File: src/rtl/seg7_scan_decoder.sv
// seg7_scan_decoder: samples a multiplexed 4-digit seven-segment bus and rebuilds a 16-bit BCD frame
module seg7_scan_decoder #(
  parameter int SETTLE = 4
) (
  input  logic        clk,
  input  logic        rst,
  input  logic        a,
  input  logic        b,
  input  logic        c,
  input  logic        d,
  input  logic        e,
  input  logic        f,
  input  logic        g,
  input  logic [3:0]  sel,
  output logic [15:0] bcd,
  output logic        valid,
  output logic        err
);
  localparam logic [7:0] LP_SETTLE = 8'(SETTLE);
  logic [6:0]  w_seg;
  logic        w_onehot;
  logic        w_same;
  logic [7:0]  w_run_next;
  logic        w_cap;
  logic [3:0]  w_nib;
  logic        w_inv;
  logic [1:0]  w_idx;
  logic [3:0]  w_seen_next;
  logic        w_done;
  logic [15:0] w_slot_next;
  logic [3:0]  r_sel;
  logic [6:0]  r_seg;
  logic [7:0]  r_run;
  logic [15:0] r_slot;
  logic [3:0]  r_seen;
  logic        r_sticky;
  assign w_seg       = {a, b, c, d, e, f, g};
  assign w_onehot    = (sel != 4'd0) && ((sel & (sel - 4'd1)) == 4'd0);
  assign w_same      = (r_run != 8'd0) && (sel == r_sel) && (w_seg == r_seg);
  assign w_run_next  = !w_onehot ? 8'd0 : !w_same ? 8'd1 : (r_run == LP_SETTLE) ? LP_SETTLE : r_run + 8'd1;
  // a saturated, unchanged combo must not capture again
  assign w_cap       = (w_run_next == LP_SETTLE) && !(w_same && (r_run == LP_SETTLE));
  assign w_idx       = sel[0] ? 2'd0 : sel[1] ? 2'd1 : sel[2] ? 2'd2 : 2'd3;
  assign w_seen_next = r_seen | sel;
  assign w_done      = w_cap && (w_seen_next == 4'hF);
  // segment pattern to BCD; unknown patterns map to F and flag invalid
  always_comb begin
    w_inv = 1'b0;
    case (w_seg)
      7'b1111110: w_nib = 4'd0;
      7'b0110000: w_nib = 4'd1;
      7'b1101101: w_nib = 4'd2;
      7'b1111001: w_nib = 4'd3;
      7'b0110011: w_nib = 4'd4;
      7'b1011011: w_nib = 4'd5;
      7'b1011111: w_nib = 4'd6;
      7'b1110000: w_nib = 4'd7;
      7'b1111111: w_nib = 4'd8;
      7'b1111011: w_nib = 4'd9;
      default: begin
        w_nib = 4'hF;
        w_inv = 1'b1;
      end
    endcase
  end
  // slot image including the nibble being captured this edge
  always_comb begin
    w_slot_next = r_slot;
    w_slot_next[w_idx*4 +: 4] = w_nib;
  end
  // run-length history of the sampled (sel, segment) combo
  always_ff @(posedge clk or posedge rst) begin
    if (rst) begin
      r_sel <= 4'd0;
      r_seg <= 7'd0;
      r_run <= 8'd0;
    end else begin
      r_sel <= sel;
      r_seg <= w_seg;
      r_run <= w_run_next;
    end
  end
  // frame assembly and registered outputs
  always_ff @(posedge clk or posedge rst) begin
    if (rst) begin
      r_slot   <= 16'd0;
      r_seen   <= 4'd0;
      r_sticky <= 1'b0;
      bcd      <= 16'd0;
      err      <= 1'b0;
      valid    <= 1'b0;
    end else begin
      valid <= w_done;
      if (w_cap) begin
        r_slot <= w_slot_next;
        if (w_done) begin
          r_seen   <= 4'd0;
          r_sticky <= 1'b0;
          bcd      <= w_slot_next;
          err      <= r_sticky | w_inv;
        end else begin
          r_seen   <= w_seen_next;
          r_sticky <= r_sticky | w_inv;
        end
      end
    end
  end
endmodule
File: config.mk
export PLATFORM = sky130hd
export DESIGN_NAME = seg7_scan_decoder
export DESIGN_NICKNAME = d
export VERILOG_FILES = /design/src/rtl/seg7_scan_decoder.sv
export SDC_FILE = /design/constraint.sdc
export NUM_CORES = 1
export LEC_CHECK = 0
export CAP_MARGIN = 40
export CORE_ASPECT_RATIO = 2
export CORE_MARGIN = 4
export CORE_UTILIZATION = 56
export DETAILED_ROUTE_END_ITERATION = 8
export PLACE_DENSITY_LB_ADDON = 0.08
export SYNTH_ARGS = -nofsm -noshare
export SYNTH_HDL_FRONTEND = slang
export SYNTH_SLANG_ARGS = --single-unit
export TNS_END_PERCENT = 1
File: constraint.sdc
create_clock -name clk -period 6.9 [get_ports clk]
set_input_delay 1.035 -clock clk [delete_from_list [all_inputs] [get_ports clk]]
set_output_delay 1.035 -clock clk [all_outputs]
set_load 0.1 [all_outputs]
==> flow_metrics.env <==
export IMPL_maxCapViolations=0
export IMPL_path_cells="clkdlybuf4s50_1 > or4bb_1 > a21oi_1 > a311oi_1 > a21oi_1 > o21ai_0 > mux2_2"
export IMPL_dp_slack_ns=3.03
export IMPL_cts_resized=0
export IMPL_crit_buf_inv=1
export IMPL_syn_cell_area_mm2=0.00294
export IMPL_crit_type="primary input to register"
export IMPL_grt_pass1_vias=2451
export IMPL_mostFrequentLayoutCells="dfrtp_1, clkdlybuf4s50_1, o21ai_0"
export IMPL_synth_edf_count=0
export IMPL_netSwitchingFraction_pct=21.3
export IMPL_die_h_um=110
export IMPL_hold_depth=1
export IMPL_synth_cell_type_count=48
export IMPL_synthFlopType="dfrtp_1"
export IMPL_power_frac_clock_pct=49.2
export IMPL_path_common_cell="a21oi_1"
export IMPL_p_switching_mw=0.168
export IMPL_dp_hpwl_mm=4.54
export IMPL_post_cts_buffers=0
export IMPL_start_kind="primary input"
export IMPL_wl_mm=6.36
export IMPL_num_io_pins=31
export IMPL_synth_top_area_share_pct=49.4
export IMPL_yosys_warnings=0
export IMPL_drt_vias_per_instance=5.87
export IMPL_grt_max_degree=59
export IMPL_layout_cells_most_common="dfrtp_1"
export IMPL_max_stage_delay_ns=0.64
export IMPL_insertion_delay_ns=0.33
export IMPL_cts_root_buffer="clkbuf_8"
export IMPL_syn_inst=286
export IMPL_port_buffers=30
export IMPL_rsz0062_at_grt="false"
export IMPL_overflow=0
export IMPL_reg2reg_depth=7
export IMPL_max_freq_mhz=282
export IMPL_synth_largest_area_cell="dfrtp_1"
export IMPL_cts_hold_buffers_added=0
export IMPL_rows=37
export IMPL_track_usage_pct=22.1
export IMPL_outcome="completed"
export IMPL_tightest_slew_ns=0.854
export IMPL_multi_input_area_mm2=0.00135
export IMPL_path_depth=7
export IMPL_worst_slack_ns=3.35
export IMPL_hp_class="register to register"
export IMPL_register_area_mm2=0.00145
export IMPL_grt_pass1_wl_mm=11.2
export IMPL_die_area_mm2=0.00654
export IMPL_leakage_nw=1.70
export IMPL_antenna_found_initial=0
export IMPL_finalMaxSlewViolations=0
export IMPL_die_w_um=59.2
export IMPL_power_per_cell_area_mw_per_mm2=209
export IMPL_ant_nets=0
export IMPL_vias=2319
export IMPL_start_util_pct=57.2
export IMPL_first_iter_violations=98
export IMPL_fin_crit_sh_pct=51.4
export IMPL_clock_sinks=58
export IMPL_hold_ws_ns=0.497
export IMPL_internal_power_mw=0.621
export IMPL_ys_ff_latch=58
export IMPL_fin_crit_ns=3.55
export IMPL_fillers=372
export IMPL_postPlaceCellArea_mm2=0.00353
export IMPL_crit_required_ns=7.12
export IMPL_final_area_mm2=0.00378
export IMPL_critPathTopFamily="compound AO/OA/AOI/OAI gates"
export IMPL_p_comb_share_pct=6.9
export IMPL_slew_headroom_pct=42.8
export IMPL_arrival_ns=3.76
export IMPL_cp_slowest_cell="clkdlybuf4s50_1"
export IMPL_globalplace_congestion=0.844
export IMPL_ir_drop_uv=214
export IMPL_first_pass_iters=5
export IMPL_power_mw=0.789
export IMPL_endpoint_kind="register"
export IMPL_seq_area_frac_synth_pct=49.4
export IMPL_setup_viol=0
export IMPL_synth_avg_cell_area_um2=10.3
export IMPL_core_area_mm2=0.00514
export IMPL_drive_gt1_share_pct=16.3
export IMPL_clockBufferDepth=2
export IMPL_finalHoldViolCount=0
export IMPL_post_drt_wl_per_cell_um=16.1
export IMPL_tns_ns=0
export IMPL_layout_nets=351
export IMPL_seqPwrFrac_pct=43.9
export IMPL_synth_area_top_cells="dfrtp_1, mux2_2, o21ai_0, o2bb2ai_1, xor2_1"
export IMPL_n_antenna_cell=0
export IMPL_path_max_fanout=8
export IMPL_cts_tree="done"
export IMPL_syn_nets=305
export IMPL_skew_ns=0.00665
export IMPL_synthArstFlopShare_pct=100
export IMPL_drcViolationCount=0
export IMPL_numCtsBuffers=9
export IMPL_area_delta_synth_final_pct=28.5
export IMPL_path_clk_slew_ns=0.06
export IMPL_htreeDepth=3
## metal layers
metal	part of all wire, %	global-route usage (%)	up-vias
li1	-	-	1109
met1	39	26.0	1137
met2	54	35.4	55
met3	3.5	4.80	18
met4	3.8	12.9	0
met5	0	0	-
## worst paths after layout
check,from,endpoint,slack [ns]
setup / recovery,e,bcd[7],3.35
hold / removal,r_seen[0],r_seen[0],0.50
setup reg to reg,r_run[0],r_slot[9],4.02
hold reg to reg,r_seen[0],r_seen[0],0.50
max in group asynchronous,rst,r_sel[3],5.20
min in group asynchronous,rst,valid,1.21
## sequential cells by signal (all words and copies together), names as in the netlist
signal	flops
r_seg	7
r_slot	16
r_run	8
r_seen	4
bcd	16
valid	1
err	1
r_sticky	1
r_sel	4
## cell type report
class | instances | area share, %
Timing Repair Buffer | 50 | 15.7
Clock buffer | 11 | 4.01
Multi-Input combinational cell | 197 | 35.7
Tap cell | 58 | 1.92
Sequential cell | 58 | 38.4
Clock inverter | 5 | 2.65
Inverter | 16 | 1.59
## cell usage after synthesis (2+ instances only)
master	number
nor3_1	6
o2bb2ai_1	12
and2_1	3
nor4_1	4
nand2b_1	4
buf_4	2
dfrtp_1	58
ha_1	6
o21ai_0	23
o21a_1	6
xnor2_1	9
nand2_1	12
inv_1	16
o32ai_1	2
nand4_1	2
buf_2	7
xor2_1	11
or2_1	4
mux2_2	15
mux2i_1	2
o21ai_1	16
o22ai_1	2
nand3_1	11
and3_1	2
clkbuf_1	5
nand4b_1	2
a21oi_1	5
nor2_1	19
## power by group through the flow
stage / combinational [mW] / clock (mW) / sequential, mW
final: 0.0545 / 0.388 / 0.346
after floorplan: 0.0373 / 0 / 0.352
after global routing: 0.0614 / 0.408 / 0.346
after detailed placement: 0.0542 / 0 / 0.353
after CTS: 0.0551 / 0.395 / 0.346
after global placement: 0.0536 / 0 / 0.352
## metrics by stage
step | instances | util (%)
after floorplan | 286 | -
after global placement | 360 | 63.1
after detailed placement | 379 | 68.6
after CTS | 395 | 73.5
after global routing | 395 | 73.5
final | 395 | 73.5
## logic make-up after synthesis
| group | share of synthesized area (%) |
|---|---|
| compound gates | 16.7 |
| xor+xnor | 5.96 |
| fa+ha+maj | 2.55 |
| buf+inv | 4.77 |
| flops | 49.4 |
| mux | 6.81 |
| simple gates | 13.8 |
Power figures use the tool's default switching activity.
